**src/rtl/rs232_txb_cfg.sv**
```systemverilog
// Buffered RS232 transmitter: a byte FIFO feeds a frame engine with per-frame data/parity/stop/baud format.
// Latency: wr at edge k -> launch/pop at edge k+1 -> start bit on txd after k+1 (2 clocks write-to-start-bit).
// Backpressure: none on wr; a write while full is dropped and sets the sticky overrun flag.
//
// Ports: clk/rst_n (async active-low); wr/data_in push a byte; div/data_bits/parity/stop2 give the line
// format, latched at frame launch; tx_en gates new launches; flush empties the FIFO; clr_ovr clears
// overrun. Status: empty/full/count (FIFO), busy (engine active), overrun (sticky). txd is the line.
module rs232_txb_cfg #(
  parameter int BufNumSlots = 63,
  parameter int DivWidth    = 16
) (
  input  logic                          clk,
  input  logic                          rst_n,
  input  logic                          wr,
  input  logic [7:0]                    data_in,
  input  logic [DivWidth-1:0]           div,
  input  logic [1:0]                    data_bits,
  input  logic [1:0]                    parity,
  input  logic                          stop2,
  input  logic                          tx_en,
  input  logic                          flush,
  input  logic                          clr_ovr,
  output logic                          empty,
  output logic                          full,
  output logic [$clog2(BufNumSlots):0]  count,
  output logic                          busy,
  output logic                          overrun,
  output logic                          txd
);

  localparam int PtrW = $clog2(BufNumSlots);
  localparam int CntW = PtrW + 1;

  typedef enum logic [2:0] {S_IDLE, S_START, S_DATA, S_PAR, S_STOP} state_t;

  // ---------------- FIFO ----------------
  logic [7:0]      mem_q [BufNumSlots];
  logic [PtrW-1:0] wr_ptr_q, wr_ptr_d, rd_ptr_q, rd_ptr_d;
  logic [CntW-1:0] count_q, count_d;
  logic            empty_q, empty_d, full_q, full_d;
  logic            overrun_q, overrun_d;
  logic            push, launch;
  logic [7:0]      head;

  assign head = mem_q[rd_ptr_q];

  always_comb begin
    push      = wr & ~full_q & ~flush;
    wr_ptr_d  = wr_ptr_q;
    rd_ptr_d  = rd_ptr_q;
    count_d   = count_q;
    overrun_d = overrun_q;
    if (push)
      wr_ptr_d = (wr_ptr_q == PtrW'(BufNumSlots - 1)) ? '0 : wr_ptr_q + PtrW'(1);
    if (launch)
      rd_ptr_d = (rd_ptr_q == PtrW'(BufNumSlots - 1)) ? '0 : rd_ptr_q + PtrW'(1);
    case ({push, launch})
      2'b10:   count_d = count_q + CntW'(1);
      2'b01:   count_d = count_q - CntW'(1);
      default: count_d = count_q;
    endcase
    if (flush) begin
      wr_ptr_d = '0;
      rd_ptr_d = '0;
      count_d  = '0;
    end
    // Setting beats clearing when both happen in one cycle.
    if (wr & full_q)  overrun_d = 1'b1;
    else if (clr_ovr) overrun_d = 1'b0;
    empty_d = (count_d == '0);
    full_d  = (count_d == CntW'(BufNumSlots));
  end

  always_ff @(posedge clk) begin
    if (push) mem_q[wr_ptr_q] <= data_in;
  end

  // ---------------- Frame engine ----------------
  state_t              state_q, state_d;
  logic [DivWidth-1:0] tmr_q, tmr_d, div_q, div_d;
  logic [2:0]          bit_idx_q, bit_idx_d;
  logic                stop_idx_q, stop_idx_d;
  logic [7:0]          shreg_q, shreg_d;
  logic [1:0]          nbits_q, nbits_d;
  logic                par_en_q, par_en_d, par_bit_q, par_bit_d;
  logic                stop2_q, stop2_d;
  logic                txd_q, txd_d;
  logic                can_launch, bit_end;
  logic [7:0]          dmask;
  logic [2:0]          last_idx;

  always_comb begin
    case (data_bits)
      2'b00:   dmask = 8'h1F;
      2'b01:   dmask = 8'h3F;
      2'b10:   dmask = 8'h7F;
      default: dmask = 8'hFF;
    endcase
  end

  assign can_launch = ~empty_q & tx_en & ~flush;
  assign bit_end    = (tmr_q == '0);
  assign last_idx   = 3'd4 + {1'b0, nbits_q};

  always_comb begin
    state_d    = state_q;
    tmr_d      = tmr_q;
    div_d      = div_q;
    bit_idx_d  = bit_idx_q;
    stop_idx_d = stop_idx_q;
    shreg_d    = shreg_q;
    nbits_d    = nbits_q;
    par_en_d   = par_en_q;
    par_bit_d  = par_bit_q;
    stop2_d    = stop2_q;
    txd_d      = txd_q;
    launch     = 1'b0;
    if (state_q != S_IDLE && !bit_end) tmr_d = tmr_q - DivWidth'(1);
    case (state_q)
      S_IDLE: if (can_launch) launch = 1'b1;
      S_START: if (bit_end) begin
        state_d   = S_DATA;
        tmr_d     = div_q;
        bit_idx_d = '0;
        txd_d     = shreg_q[0];
      end
      S_DATA: if (bit_end) begin
        tmr_d = div_q;
        if (bit_idx_q == last_idx) begin
          if (par_en_q) begin
            state_d = S_PAR;
            txd_d   = par_bit_q;
          end else begin
            state_d    = S_STOP;
            stop_idx_d = 1'b0;
            txd_d      = 1'b1;
          end
        end else begin
          bit_idx_d = bit_idx_q + 3'd1;
          shreg_d   = shreg_q >> 1;
          txd_d     = shreg_q[1];
        end
      end
      S_PAR: if (bit_end) begin
        state_d    = S_STOP;
        tmr_d      = div_q;
        stop_idx_d = 1'b0;
        txd_d      = 1'b1;
      end
      S_STOP: if (bit_end) begin
        if (stop2_q && !stop_idx_q) begin
          stop_idx_d = 1'b1;
          tmr_d      = div_q;
        end else if (can_launch) begin
          launch = 1'b1;            // back-to-back: no idle gap
        end else begin
          state_d = S_IDLE;
        end
      end
      default: state_d = S_IDLE;
    endcase
    // Launch freezes the whole line format for the frame.
    if (launch) begin
      state_d   = S_START;
      tmr_d     = div;
      div_d     = div;
      shreg_d   = head;
      nbits_d   = data_bits;
      par_en_d  = (parity == 2'b01) || (parity == 2'b10);
      par_bit_d = (^(head & dmask)) ^ (parity == 2'b10);
      stop2_d   = stop2;
      txd_d     = 1'b0;
    end
  end

  always_ff @(posedge clk or negedge rst_n) begin
    if (!rst_n) begin
      wr_ptr_q   <= '0;
      rd_ptr_q   <= '0;
      count_q    <= '0;
      empty_q    <= 1'b1;
      full_q     <= 1'b0;
      overrun_q  <= 1'b0;
      state_q    <= S_IDLE;
      tmr_q      <= '0;
      div_q      <= '0;
      bit_idx_q  <= '0;
      stop_idx_q <= 1'b0;
      shreg_q    <= '0;
      nbits_q    <= '0;
      par_en_q   <= 1'b0;
      par_bit_q  <= 1'b0;
      stop2_q    <= 1'b0;
      txd_q      <= 1'b1;
    end else begin
      wr_ptr_q   <= wr_ptr_d;
      rd_ptr_q   <= rd_ptr_d;
      count_q    <= count_d;
      empty_q    <= empty_d;
      full_q     <= full_d;
      overrun_q  <= overrun_d;
      state_q    <= state_d;
      tmr_q      <= tmr_d;
      div_q      <= div_d;
      bit_idx_q  <= bit_idx_d;
      stop_idx_q <= stop_idx_d;
      shreg_q    <= shreg_d;
      nbits_q    <= nbits_d;
      par_en_q   <= par_en_d;
      par_bit_q  <= par_bit_d;
      stop2_q    <= stop2_d;
      txd_q      <= txd_d;
    end
  end

  assign empty   = empty_q;
  assign full    = full_q;
  assign count   = count_q;
  assign busy    = (state_q != S_IDLE);
  assign overrun = overrun_q;
  assign txd     = txd_q;

endmodule

```
**config.mk**
```make
export PLATFORM = sky130hd
export DESIGN_NAME = rs232_txb_cfg
export DESIGN_NICKNAME = d
export VERILOG_FILES = /design/src/rtl/rs232_txb_cfg.sv
export SDC_FILE = /design/constraint.sdc
export NUM_CORES = 1
export LEC_CHECK = 0
export CORE_AREA = 2 2 209 211
export CTS_CLUSTER_DIAMETER = 30
export DETAILED_ROUTE_END_ITERATION = 7
export DIE_AREA = 0 0 211 213
export PLACE_DENSITY = 0.75
export SLEW_MARGIN = 20
export SYNTH_ARGS = -nofsm -noshare
export SYNTH_HDL_FRONTEND = slang
export SYNTH_SLANG_ARGS = --single-unit
```
**constraint.sdc**
```tcl
create_clock -name clk -period 3.9 [get_ports clk]
set_clock_uncertainty 0.15 [all_clocks]
set_input_delay 0.78 -clock clk [delete_from_list [all_inputs] [get_ports clk]]
set_output_delay 0.78 -clock clk [all_outputs]
set_load 0.005 [all_outputs]
```
Word level (Yosys, flattened, before mapping)
Memory sizes are Yosys's and may differ from the RTL's.
Cells that the tools add are included.
{"block": "classes", "addsub": 7, "n_eq_ne": 31, "muxes": 55, "n_bitwise": 10, "n_reduce_logical": 25}
{"op": "$mux 16", "count": 5}
{"op": "$mux 3", "count": 12}
{"op": "$mux 6", "count": 6}
{"op": "$mux 8", "count": 4}
{"op": "$pmux 16 s2", "count": 1}
{"op": "$pmux 8 s3", "count": 1}
{"op": "$ne 3x3->1 const B", "count": 7}
{"op": "$ne 2x2->1 const B", "count": 10}
{"op": "$mux 1", "count": 19}
{"op": "$logic_not 16->1", "count": 1}
{"op": "$sub 16x1->16 const B", "count": 1}
{"op": "$pmux 3 s5", "count": 1}
{"op": "$pmux 7 s2", "count": 1}
{"op": "$add 6x1->6 const B", "count": 2}
{"op": "$eq 6x6->1 const B", "count": 2}
{"op": "$reduce_bool 2->1", "count": 6}
{"op": "$and 8x8->8", "count": 1}
{"op": "$reduce_and 4->1", "count": 2}
{"op": "$reduce_and 8->1", "count": 1}
{"op": "$reduce_xor 8->1", "count": 1}
{"op": "$add 7x1->7 const B", "count": 1}
{"op": "$eq 7x6->1 const B", "count": 1}
{"op": "$logic_not 7->1", "count": 1}
{"op": "$mux 7", "count": 1}
{"op": "25 further kinds", "count": 40}
{"block": "totals", "regBits": 75, "ram_bits": 504, "out_inout_bits": 12, "wordCells": 146, "memories": 1}
{"memory": "mem_q", "depth": 63, "word_bits": 8, "rd": 1, "rd_clocked_by_memory_dff": 0, "write_ports": 1, "line": "37", "rtl": "logic [7:0] mem_q [BufNumSlots];"}

Depth between registers and ports, before layout
Gate-level depths: netlist of run 1.
{"block": "logic_depth", "word_depth": 11, "depth_mapped": 19, "ltp_nobuf": 16}

Least setup slack after synthesis of run 1
OpenSTA, ideal clock, no wires.
{"block": "synth_timing", "path_type": "input to register", "start": "in flush", "end": "reg full_q, in the netlist full", "setup_ns": 0.066, "arrival_ns": 3.937, "required_time_ns": 3.684, "slack_ns": -0.253, "stages": 18, "n_path_buf": 4, "cell_sequence": "clkbuf_1 nor3b_1 nand2_1 or2_1 clkbuf_1 inv_2 clkbuf_1 ha_1 clkbuf_1 a21oi_1 nand2_1 o31a_1 or3_1 a211o_1 xor2_1 nand3_1 nor3_1 and3_1"}
{"block": "synth_via", "elab_chain_cells": 10}
{"element": "start, declared", "line": "21", "rtl": "input logic flush,"}
{"element": "$not 1->1", "line": "48, 101"}
{"element": "$and 1x1->1", "line": "101", "rtl": "assign can_launch = ~empty_q & tx_en & ~flush;"}
{"element": "$mux 1", "line": "120, 154"}
{"element": "$mux 1", "line": "151", "rtl": "if (stop2_q && !stop_idx_q) begin"}
{"element": "$mux 1", "line": "150", "rtl": "S_STOP: if (bit_end) begin"}
{"element": "$pmux 1 s2", "line": "119", "rtl": "case (state_q)"}
{"element": "$eq 2x1->1 / $eq 2x2->1 (equally long branches)", "line": "57", "rtl": "case ({push, launch})"}
{"element": "$pmux 7 s2", "line": "57"}
{"element": "$mux 7 *", "line": "62", "rtl": "if (flush) begin"}
{"element": "$eq 7x6->1 *", "line": "71", "rtl": "full_d = (count_d == CntW'(BufNumSlots));"}
{"element": "net full_d", "line": "40", "rtl": "logic empty_q, empty_d, full_q, full_d;"}
{"element": "end signal, assigned", "line": "200", "rtl": "full_q <= full_d;"}
{"element": "end, declared", "line": "40"}
Mark *: on every way through the listed nets, which the timed path passes. The rest lies on a longest branch.
A chain may end at the register's enable or synchronous reset.

Final worst setup path of run 1
{"block": "layout_timing", "start": "reg tmr_q[11]", "end": "reg empty_q, in the netlist empty"}
{"block": "layout_via", "elab_chain_cells": 7}
{"element": "start, declared", "line": "80", "rtl": "logic [DivWidth-1:0] tmr_q, tmr_d, div_q, div_d;"}
{"element": "start signal, assigned", "line": "203", "rtl": "tmr_q <= tmr_d;"}
{"element": "$logic_not 16->1 *", "line": "102", "rtl": "assign bit_end = (tmr_q == '0);"}
{"element": "$mux 1 *", "line": "150"}
{"element": "$pmux 1 s2 *", "line": "119"}
{"element": "$eq 2x1->1 / $eq 2x2->1 (equally long branches)", "line": "57"}
{"element": "$pmux 7 s2 *", "line": "57"}
{"element": "$mux 7 *", "line": "62"}
{"element": "$logic_not 7->1 *", "line": "70", "rtl": "empty_d = (count_d == '0);"}
{"element": "net empty_d", "line": "40"}
{"element": "end signal, assigned", "line": "199", "rtl": "empty_q <= empty_d;"}
{"element": "end, declared", "line": "40"}
Marks and branches as above.

==> results of run 1 <==
==> cell usage in the layout (no fill, tap or decap), drive strengths merged, types with 37 or more instances in the layout <==
cell | Yosys | final
dfrtp | 73 | 73
o21ai | 40 | 40
edfxtp | 504 | 504
a21oi | 43 | 43
nand2 | 108 | 108
clkdlybuf4s50 | 0 | 37
mux4 | 139 | 139
nor2 | 126 | 126
buf | 27 | 126
clkinv | 0 | 37
clkbuf | 45 | 114
==> worst max-delay path by stage <==
stage / endpoint / slack (ns) / depth (start not counted)
after floorplan: full / 0.04 / 18
after global placement: full / -0.08 / 15
after detailed placement: empty / -0.13 / 15
after CTS: empty / 0.01 / 14
after global routing: empty / -0.02 / 14
final: empty / 0.16 / 14
==> layout make-up <==
type                    count  area (µm²)
clock buffers             114        2770
repair buffers            163        1410
multi-input cells         675        6290
flip-flops and latches    579       17000
fillers                  2581       13400
clock inverters            88        1080
well taps                 546         683
inverters                  16        60.1
==> what timing repair did <==
item / in CTS / in global routing
endpoints found under the setup margin: 2 / 2
pin swaps: 0 / 10
buffers inserted: 0 / 6
resized for setup: 2 / 6
hold endpoints to repair: 0 / 0
==> cell families after synthesis <==
group,after synthesis,share of synthesized area [%]
AO/OA/AOI/OAI,141,3.80
AND/OR/NAND/NOR,317,5.99
XOR/XNOR,32,1.24
buffers and inverters,88,1.79
multiplexers,175,14.8
flip-flops,579,71.9
adder cells (fa/ha/maj),10,0.528
==> through the flow <==
| step | power, µW | hold WS [ns] |
|---|---|---|
| floorplan | 7830 | 0.295 |
| global placement | 8150 | 0.308 |
| detailed placement | 8190 | 0.314 |
| CTS | 17900 | 0.183 |
| global route | 18400 | 0.217 |
| finish | 17900 | 0.155 |
==> state kept, by name (all words and copies together) (netlist names), 2 cells and up <==
signal	count
count	7
tmr_q	16
bit_idx_q	3
shreg_q	8
wr_ptr_q	6
state_q	3
nbits_q	2
mem_q	504
div_q	16
rd_ptr_q	6
==> layer usage <==
metal  up-vias  track usage, %
met4         0            8.77
li1       5756               -
met3       104            5.97
met5         -               0
met1      6842            34.4
met2       629            40.1
==> where the power goes <==
group	switching, µW	internal (µW)	total, µW
Combinational	529	425	954
Sequential	192	6990	7180
Clock	3270	6450	9720
==> impl_metrics.py, run 1 <==
metrics = {
    "timing": {
        "maxSlewHeadroom_pct": 34.6,
        "tightest_slew_ns": 0.981,
        "period_needed_ns": 3.74,
        "fmax_ghz": 0.267,
        "period_share_pct": 96.0,
        "setup-tns-final_ns": 0,
        "finalHoldViolCount": 0,
        "setup_viol": 0,
        "grt_setup_unrepaired": "true",
        "setup_ws_ns": 0.156,
        "drv_slew": 0,
    },
    "place": {
        "place.gp.congestion": 0.832,
        "dp_cells": 1973,
        "place_area_mm2": 0.0254,
        "port-buffer-count": 46,
        "hpwlAfterDp_um": 31200,
        "post-place-ws_ns": -0.134,
    },
    "yosys": {
        "yosysTopAreaCellShare_pct": 63.9,
        "yosysWarnings": 0,
        "synthTopCellsByCount": "504 x edfxtp_1, 139 x mux4_2, 124 x nor2_1",
        "netlist_area_mm2": 0.0237,
        "seq_area_frac_synth_pct": 71.9,
        "yosysMostFrequentCell": "edfxtp_1",
        "syn_nets": 1387,
        "synthCells": 1342,
        "yosys_register_bits": 579,
        "synth_top_cell_by_area": "edfxtp_1",
        "synth_area_leaders": "edfxtp_1 64%, mux4_2 13%, dfrtp_1 7.7%, nor2_1 2.0%, nand2_1 1.7%",
        "synthDistinctLibCells": 64,
        "avgSynthCellArea_um2": 17.6,
        "async_flop_share_pct": 13.0,
        "synthFlopType": "edfxtp_1",
        "synth_edf_count": 504,
    },
    "pwr": {
        "powerDensity_mw_per_mm2": 609,
        "power.leakage_uw": 0.0100,
        "max-vdd-ir-drop_uv": 492,
    },
    "critical_path": {
        "slowest_delay_ns": 0.58,
        "cp.required_ns": 4.27,
        "r2r-end": "empty",
        "path_cells": "or4_4 -> nor2_4 -> a41oi_4 -> nor3_4 -> xor2_1 -> ha_2 -> a21oi_2 -> nand2_1 -> o31a_1 -> or3_1 -> a211o_1 -> xor2_2 -> a31oi_1 -> nor4_1",
        "r2r_cells": 14,
        "timing.reg2reg.setup_slack_ns": 0.16,
        "end_kind": "flip-flop",
        "critPathKind": "flip-flop to flip-flop",
        "critPathSlowestCell": "or4_4",
        "path_delay_family": "simple AND/OR/NAND/NOR gates",
        "worstSetupStartpoint": "tmr_q[11]",
        "worst-path-max-fanout": 3,
        "start_kind": "flip-flop",
        "crit_buf_inv": 0,
        "r2r_start": "tmr_q[11]",
        "arrival_ns": 4.11,
    },
    "routing": {
        "post-route-drc-count": 0,
        "routed-wl-met2_um": 26700,
        "wl_met1_um": 21600,
        "viasPerCell": 6.11,
        "drt_iter0_drc": 1636,
        "first_pass_iters": 6,
        "wl_um": 54300,
        "dr_total_vias": 13331,
        "routed.top_layer": "met4",
        "wl_met3_um": 4560,
        "wl_per_cell_um": 24.9,
        "ant_nets": 0,
    },
    "flow_run": {
        "drv_cap": 0,
    },
    "layout": {
        "instances_no_fill": 2181,
        "final_util_pct": 68.7,
        "antenna_cells": 0,
        "drive_gt1_share_pct": 29.9,
        "final_area_mm2": 0.0293,
        "nets": 1587,
        "syn_to_final_growth_pct": 23.8,
    },
    "global_route": {
        "antenna_found_initial": 0,
        "grt_use_total_pct": 25.1,
        "grt_pass1_wl_um": 83400,
        "grt_pass1_vias": 13825,
        "grt_max_degree": 76,
        "overflow": 0,
    },
    "clock_tree": {
        "insertion_delay_ns": 0.64,
        "clkTransAtPathRegs_ns": 0.05,
        "hold_buffers": 0,
        "cts_buffer_depth": 3,
        "cts_buffers": 107,
        "cts_tree": "done",
        "ctsHtreeMaxLevel": 3,
        "root_buffer": "clkbuf_16",
        "cts_sinks": 579,
    },
    "floorplan": {
        "fp.dieArea_mm2": 0.0449,
        "die_w_um": 211,
        "rows": 76,
        "initial_core_util_pct": 55.5,
        "die_h_um": 213,
        "core-area_mm2": 0.0427,
        "pin_count": 47,
    },
    "status": {
        "status": "complete, no violations",
    },
    "worst_hold_path": {
        "hold_class": "input port to async pin",
    },
}
Power figures use the tool's default switching activity.
==> run 2: changes to the inputs <==
- SETUP_SLACK_MARGIN: not set -> 0.1
==> impl_metrics.py, run 2 (synthesized netlist as in run 1, its figures left out) <==
metrics = {
    "floorplan": {
        "fp.dieArea_mm2": 0.0449,
        "initial_core_util_pct": 55.5,
        "die_w_um": 211,
        "core-area_mm2": 0.0427,
        "rows": 76,
        "die_h_um": 213,
        "pin_count": 47,
    },
    "layout": {
        "multi_input_area_mm2": 0.00631,
        "antenna_cells": 0,
        "nets": 1597,
        "final_common_cell": "edfxtp_1",
        "top_register": "mem_q",
        "seqCellArea_mm2": 0.0170,
        "instances_no_fill": 2197,
        "drive_gt1_share_pct": 30.0,
        "fill_cells": 2575,
        "syn_to_final_growth_pct": 24.7,
        "final_cell_mix": "504 x edfxtp_1, 139 x mux4_2, 123 x nor2_1",
        "largest_registers": "mem_q x504, div_q x16, tmr_q x16",
        "largest_reg_flops": 504,
    },
    "timing": {
        "tightest_slew_ns": 0.987,
        "maxSlewHeadroom_pct": 34.2,
        "period_share_pct": 94.6,
        "period_needed_ns": 3.69,
        "drv_slew": 0,
        "finalHoldViolCount": 0,
        "fmax_ghz": 0.271,
        "setup-tns-final_ns": 0,
        "setup_viol": 0,
        "timing.hold.ws_ns": 0.168,
        "grt_setup_unrepaired": "true",
    },
    "critical_path": {
        "start_kind": "flip-flop",
        "r2r_cells": 15,
        "cp.required_ns": 4.31,
        "end_kind": "flip-flop",
        "arrival_ns": 4.10,
        "r2r-end": "full",
        "r2r_start": "tmr_q[5]",
        "critPathKind": "flip-flop to flip-flop",
        "worst-path-max-fanout": 4,
        "timing.reg2reg.setup_slack_ns": 0.21,
        "worstSetupStartpoint": "tmr_q[5]",
    },
    "global_route": {
        "grt_use_total_pct": 25.2,
        "grt_pass1_vias": 13676,
        "grt_pass1_wl_um": 83100,
        "antenna_found_initial": 0,
        "overflow": 0,
        "grt_max_degree": 76,
    },
    "routing": {
        "ant_nets": 0,
        "wl_um": 54600,
        "drt_iter0_drc": 1691,
        "wl_per_cell_um": 24.8,
        "first_pass_iters": 5,
        "dr_total_vias": 13418,
        "post-route-drc-count": 0,
        "viasPerCell": 6.11,
    },
    "place": {
        "dp_cells": 1978,
        "hpwlAfterDp_um": 32100,
        "port-buffer-count": 46,
        "place.gp.congestion": 0.840,
    },
    "pwr": {
        "power.leakage_uw": 0.0101,
        "powerDensity_mw_per_mm2": 613,
        "max-vdd-ir-drop_uv": 454,
    },
    "worst_hold_path": {
        "hold_class": "input port to async pin",
    },
    "clock_tree": {
        "clkTransAtPathRegs_ns": 0.04,
        "hold_buffers": 0,
        "cts_buffer_depth": 3,
        "cts_tree": "done",
        "ctsHtreeMaxLevel": 3,
        "cts_sinks": 579,
        "cts_buffers": 114,
        "insertion_delay_ns": 0.65,
        "root_buffer": "clkbuf_16",
    },
    "flow_run": {
        "drv_cap": 0,
    },
    "status": {
        "status": "complete, no violations",
    },
}
==> run 2: through the flow <==
stage	utilization [%]	cell area, µm²	power [µW]	setup WS (ns)
6_report	69.1	29500	18100	0.210
3_5_place_dp	59.4	25400	8180	-0.130
5_1_grt	69.1	29500	18700	0.0384
3_3_place_gp	59.4	25400	8130	-0.115
2_1_floorplan	-	23700	7830	0.107
4_1_cts	68.9	29400	18200	0.108
==> run 2: power breakdown <==
group	leakage (µW)	switching [µW]	total [µW]	internal, µW
combinational	0.00268	504	916	412
sequential	0.00546	195	7190	6990
clock	0.00193	3210	10000	6790
total	0.0101	3910	18100	14200
==> run 2: critical path, cell delays in order (launching register included) <==
cell	delay, ns
dfrtp_1	0.38
or4_4	0.58
nor2_4	0.17
a41oi_4	0.18
nor3_4	0.24
xor2_1	0.09
ha_2	0.20
a21oi_2	0.14
nand2_2	0.08
o31a_1	0.23
or3_1	0.31
a211o_1	0.30
xor2_2	0.18
nand3_1	0.11
nor3_2	0.10
and3_1	0.16
==> run 2: worst max path at each step <==
stage / endpoint / slack (ns)
6_report: full / 0.21
5_1_grt: full / 0.04
4_1_cts: empty / 0.11
3_5_place_dp: empty / -0.13
3_3_place_gp: full / -0.11
2_1_floorplan: full / 0.11
==> run 2: cell type report <==
type	instances	area share, %
Multi-Input combinational cell	675	21.4
Tap cell	546	2.31
Clock inverter	85	3.45
Clock buffer	130	10.2
Inverter	16	0.203
Timing Repair Buffer	166	4.77
Sequential cell	579	57.7
==> run 2: timing repair <==
| action | CTS | global route |
|---|---|---|
| resized for setup | 3 | 9 |
| pin swaps | 0 | 9 |
| gates cloned | 0 | 0 |
| setup endpoints to repair | 2 | 2 |
| setup buffers | 0 | 4 |
==> run 2: routing by layer <==
layer,vias up,GRT usage [%],share of wire (%)
li1,5776,-,-
met5,-,0,0
met4,0,8.09,2.5
met3,120,5.57,7.9
met1,6889,34.4,40
met2,633,40.9,50
==> variant 1, RTL diff (config.mk and constraints of run 2) <==
Put one more register stage on the output `count`. The value now appears one clock later. The other outputs are not delayed to match.
--- a/src/rtl/rs232_txb_cfg.sv
+++ b/src/rtl/rs232_txb_cfg.sv
@@ -217,3 +217,5 @@
   assign full    = full_q;
-  assign count   = count_q;
+  always_ff @(posedge clk) begin
+    count <= count_q;
+  end
   assign busy    = (state_q != S_IDLE);
Behaviour: not the same (a bounded check fails within 4 cycles, from zero or initial values and one cycle with rst_n low).
==> variant 1 against run 2 <==
Fmax grew 1.2%; routed wire length rose by 6.0%; area after synthesis grew 1.3%; die area unchanged; setup slack gained 0.045 ns; count of clock-buffer cells in the layout fell by 6; cell area increased by 0.57%; total power fell by 3.7%; sequential cell count is 7 higher; clock power down 6%.
==> variant 1: results (changes against run 2) <==
share of cells above drive strength 1 0.2875 (-0.01289); DRT iter0 DRCs 1685 (-0.35%); Crit-path slowest cell dfrtp_4; placed inst area 25800 sq um (+1.7%); worst-margin pin slew 1.100 ns (+0.1135 ns); Synth Instances 1404 (+4.6%); Largest regs mem_q (504), div_q (16), tmr_q (16); HPWL after DPL 32.96 mm (+2.7%); Buffers on Ports 46 (unchanged); clock slew at reported path FFs around 0.05 ns; Nets 1675 (+4.9%); first-pass GRT wire length 87.30 mm (+5.1%); met2 wire length 28.76 mm (+5.8%); pin count of the biggest net entering global routing 76 (unchanged); GR Layer Usage met3 0.05839 (+0.002647); yosys warns 0 (unchanged); CTS Buf Count 110 (-3.5%); Post-synth top flop edfxtp_1; Met3 Routed Length 4.694 mm (+8.8%); vias in the first global route 14460 (+5.7%); max incr delay on CP 0.56 ns (-0.02 ns); Place WS -0.1726 ns (-0.04264 ns); post_cts resized 0 (-3); FFs w/ async S/R, synth 0.1280 (-0.001547); Seq/Total Area, Yosys 0.7153 (-0.003266); CP delay by family, top compound AO/OA/AOI/OAI gates; final slew viol count 0 (unchanged); H-tree Lvls 3 (unchanged); global placement routability congestion 0.9114 (+8.5%); total global-route track usage 0.2650 (+0.01331); arrival time worst endpoint 4.06 ns (-0.04 ns); wire length on met1 22.48 mm (+3.4%); max layer used met4; FILL cells 2616 (+1.6%); Leak Pwr 10.19 nW (+1.1%); Post-synth EDFFs 504 (unchanged); drt pass-1 iters 5 (unchanged); top cells by area, synth edfxtp_1 (63%), mux4_2 (11%), dfrtp_1 (7.6%), nand2_1 (2.0%), nor2_1 (1.9%); CP Max Fanout 21 (+17); status finished, final reports clean; Clock Latency Late Sink 0.65 ns (about the same); Setup Buffers After CTS 0 (unchanged); GRT met2 Usage 0.4324 (+0.02382); vias per cell 6.180 (+1.2%); Placed Cells 2051 (+3.7%); initial antenna violation count 0 (unchanged); met1 Resource Use GR 0.3510 (+0.006521); MaxCap Viol Count 0 (unchanged); vias 14040 (+4.6%); worst vdd rail ir drop 0.0004003 V (-12%); Max Root-Sink Buffers 3 (unchanged); root buf cell clkbuf_16; Hold Crit Class in2async; Yosys cell types 80 (+25%); Synth top cells by count edfxtp_1 (504), nand2_1 (129), mux4_2 (121), nor2_1 (121), dfrtp_1 (73); Avg WL per Cell 25.46 microns (+2.5%)
variant 1: changes by cell type after synthesis, moves of 7 or more:
cell / delta
a21oi_1: -12
a31oi_1: +8
clkbuf_1: -8
dfxtp_1: +7
mux2_2: +7
mux2i_1: +16
mux4_2: -18
nand2_1: +21
o21ai_0: +26
o21ai_1: -13
variant 1: cell type report:
| cell class | count | area [sq um] | area share |
|---|---|---|---|
| diodes | 1 | 2.502 | 0.00008428 |
| clock buffers | 124 | 2826 | 0.09519 |
| clock inverters | 83 | 892.1 | 0.03005 |
| inverters | 17 | 71.32 | 0.002402 |
| multi-input cells | 724 | 6420 | 0.2162 |
| flip-flops and latches | 586 | 17160 | 0.5780 |
| well taps | 546 | 683.2 | 0.02301 |
| repair buffers | 191 | 1634 | 0.05503 |
variant 1: final timing paths:
check | start | end | slack (ns) | cells past startpoint
min in group clk | count_q[6] | count[6] | 0.26 | 0
max in group asynchronous | rst_n | rd_ptr_q[1] | 2.71 | 1
min | rst_n | par_en_q | 0.16 | 1
min reg2reg | count_q[6] | count[6] | 0.26 | 0
max reg2reg | rd_ptr_q[0] | par_bit_q | 0.26 | 11
max | rd_ptr_q[0] | par_bit_q | 0.26 | 11
variant 1: cells by family (layout without fill, tap and decap cells):
kind of cell | count (synthesis) | after routing | synth area share
other cells | 0 | 1 | 0
mux | 175 | 175 | 0.1368
simple gates | 342 | 342 | 0.06605
flops | 586 | 586 | 0.7153
buf+inv | 94 | 415 | 0.01988
fa+ha+maj | 10 | 10 | 0.005217
xor+xnor | 29 | 29 | 0.01116
compound gates | 168 | 168 | 0.04565
variant 1: power breakdown:
part / switching (mW) / internal, mW
combinational: 0.427 / 0.357
clock: 3.21 / 6.15
sequential: 0.218 / 7.08
total: 3.86 / 13.6
==> variant 2, RTL diff (settings of run 2) <==
Made on the original files. Change the parameter `DivWidth` from 16 to 14.
--- a/src/rtl/rs232_txb_cfg.sv
+++ b/src/rtl/rs232_txb_cfg.sv
@@ -9,3 +9,3 @@
   parameter int BufNumSlots = 63,
-  parameter int DivWidth    = 16
+  parameter int DivWidth    = 14
 ) (
Ports: changed (resized div); port bits go from 47 to 45. No check against the original RTL was run, so the function may have changed too.
==> variant 2 against run 2 <==
Synthesized cell count grew 1.0%; sequential share of layout area grew 0.24 points; setup slack lost 0.17 ns; cell area shrank 1.0%; routed wire length grew 5.4%; sequential cell count shrank 4; total power shrank 2.8%; via count grew 1.5%; area after synthesis shrank 0.81%; fmax shrank 4.5%; largest cell class unchanged; highest routed layer unchanged.
==> variant 2: results (changes against run 2) <==
HPWL after DPL 32.82 mm (+2.3%); max_slew headroom 0.3728 (+0.03076); Min Hold Slack 0.05238 ns (-0.1159 ns); Met3 Routed Length 5.079 mm (+18%); Avg WL per Cell 26.08 microns (+4.9%); vias in the first global route 13920 (+1.7%); GR Layer Usage met3 0.06030 (+0.004559); Place WS -0.1684 ns (-0.03845 ns); CP Max Fanout 2 (-2); CTS Buf Count 108 (-5.3%); mux cell area share after synthesis 0.1407 (-0.007211); maximum clock frequency 0.2588 GHz (-4.5%); Synth Instances 1356 (+1.0%); Post-Synth Adder-Cell Area 0.005327 (+0.00004307); status finished, final reports clean; worst vdd rail ir drop 0.0004201 V (-7.4%); met1 Resource Use GR 0.3448 (about the same); wire length on met1 21.87 mm (+0.57%); Leak Pwr 10.01 nW (-0.71%); Yosys cell types 66 (+3.1%); FFs w/ async S/R, synth 0.1235 (-0.006055); post-route insts no fill 2207 (+0.46%); pin count of the biggest net entering global routing 64 (-16%); post-synthesis compound-gate area fraction 0.04549 (+0.007501); share of cells above drive strength 1 0.3028 (+0.002406); XOR/XNOR share of the synthesized area 0.01140 (-0.001017); total global-route track usage 0.2611 (+0.009487)
variant 2: cell types whose count changed in the layout (fill, tap and decap cells not counted), sizes merged, moves of 4 or more:
cell,delta
mux2i,+5
nor2,-12
clkbuf,-9
a221oi,+7
bufinv,-5
inv,+4
buf,+14
mux4,-16
xor2,-6
mux2,+10
dfrtp,-4
variant 2: where the power goes:
group          switching (mW)  internal, mW  total, mW
sequential              0.204          6.96       7.17
clock                    3.21          6.04       9.25
combinational           0.632         0.551       1.18
variant 2: cell type report:
cell class	count	area [sq um]	share of cell area
Multi-Input combinational cell	687	6271	0.2146
Sequential cell	575	16920	0.5791
Timing Repair Buffer	180	1599	0.05473
Tap cell	546	683.2	0.02338
Clock buffer	119	2744	0.09391
Clock inverter	84	940.9	0.03220
Inverter	16	60.06	0.002055
variant 2: what timing repair did:
action,4_1_cts,5_1_grt
setup buffers,1,6
pin swaps,6,3
resized for setup,6,10
setup endpoints to repair,3,4
gates cloned,0,2
hold buffers,0,0
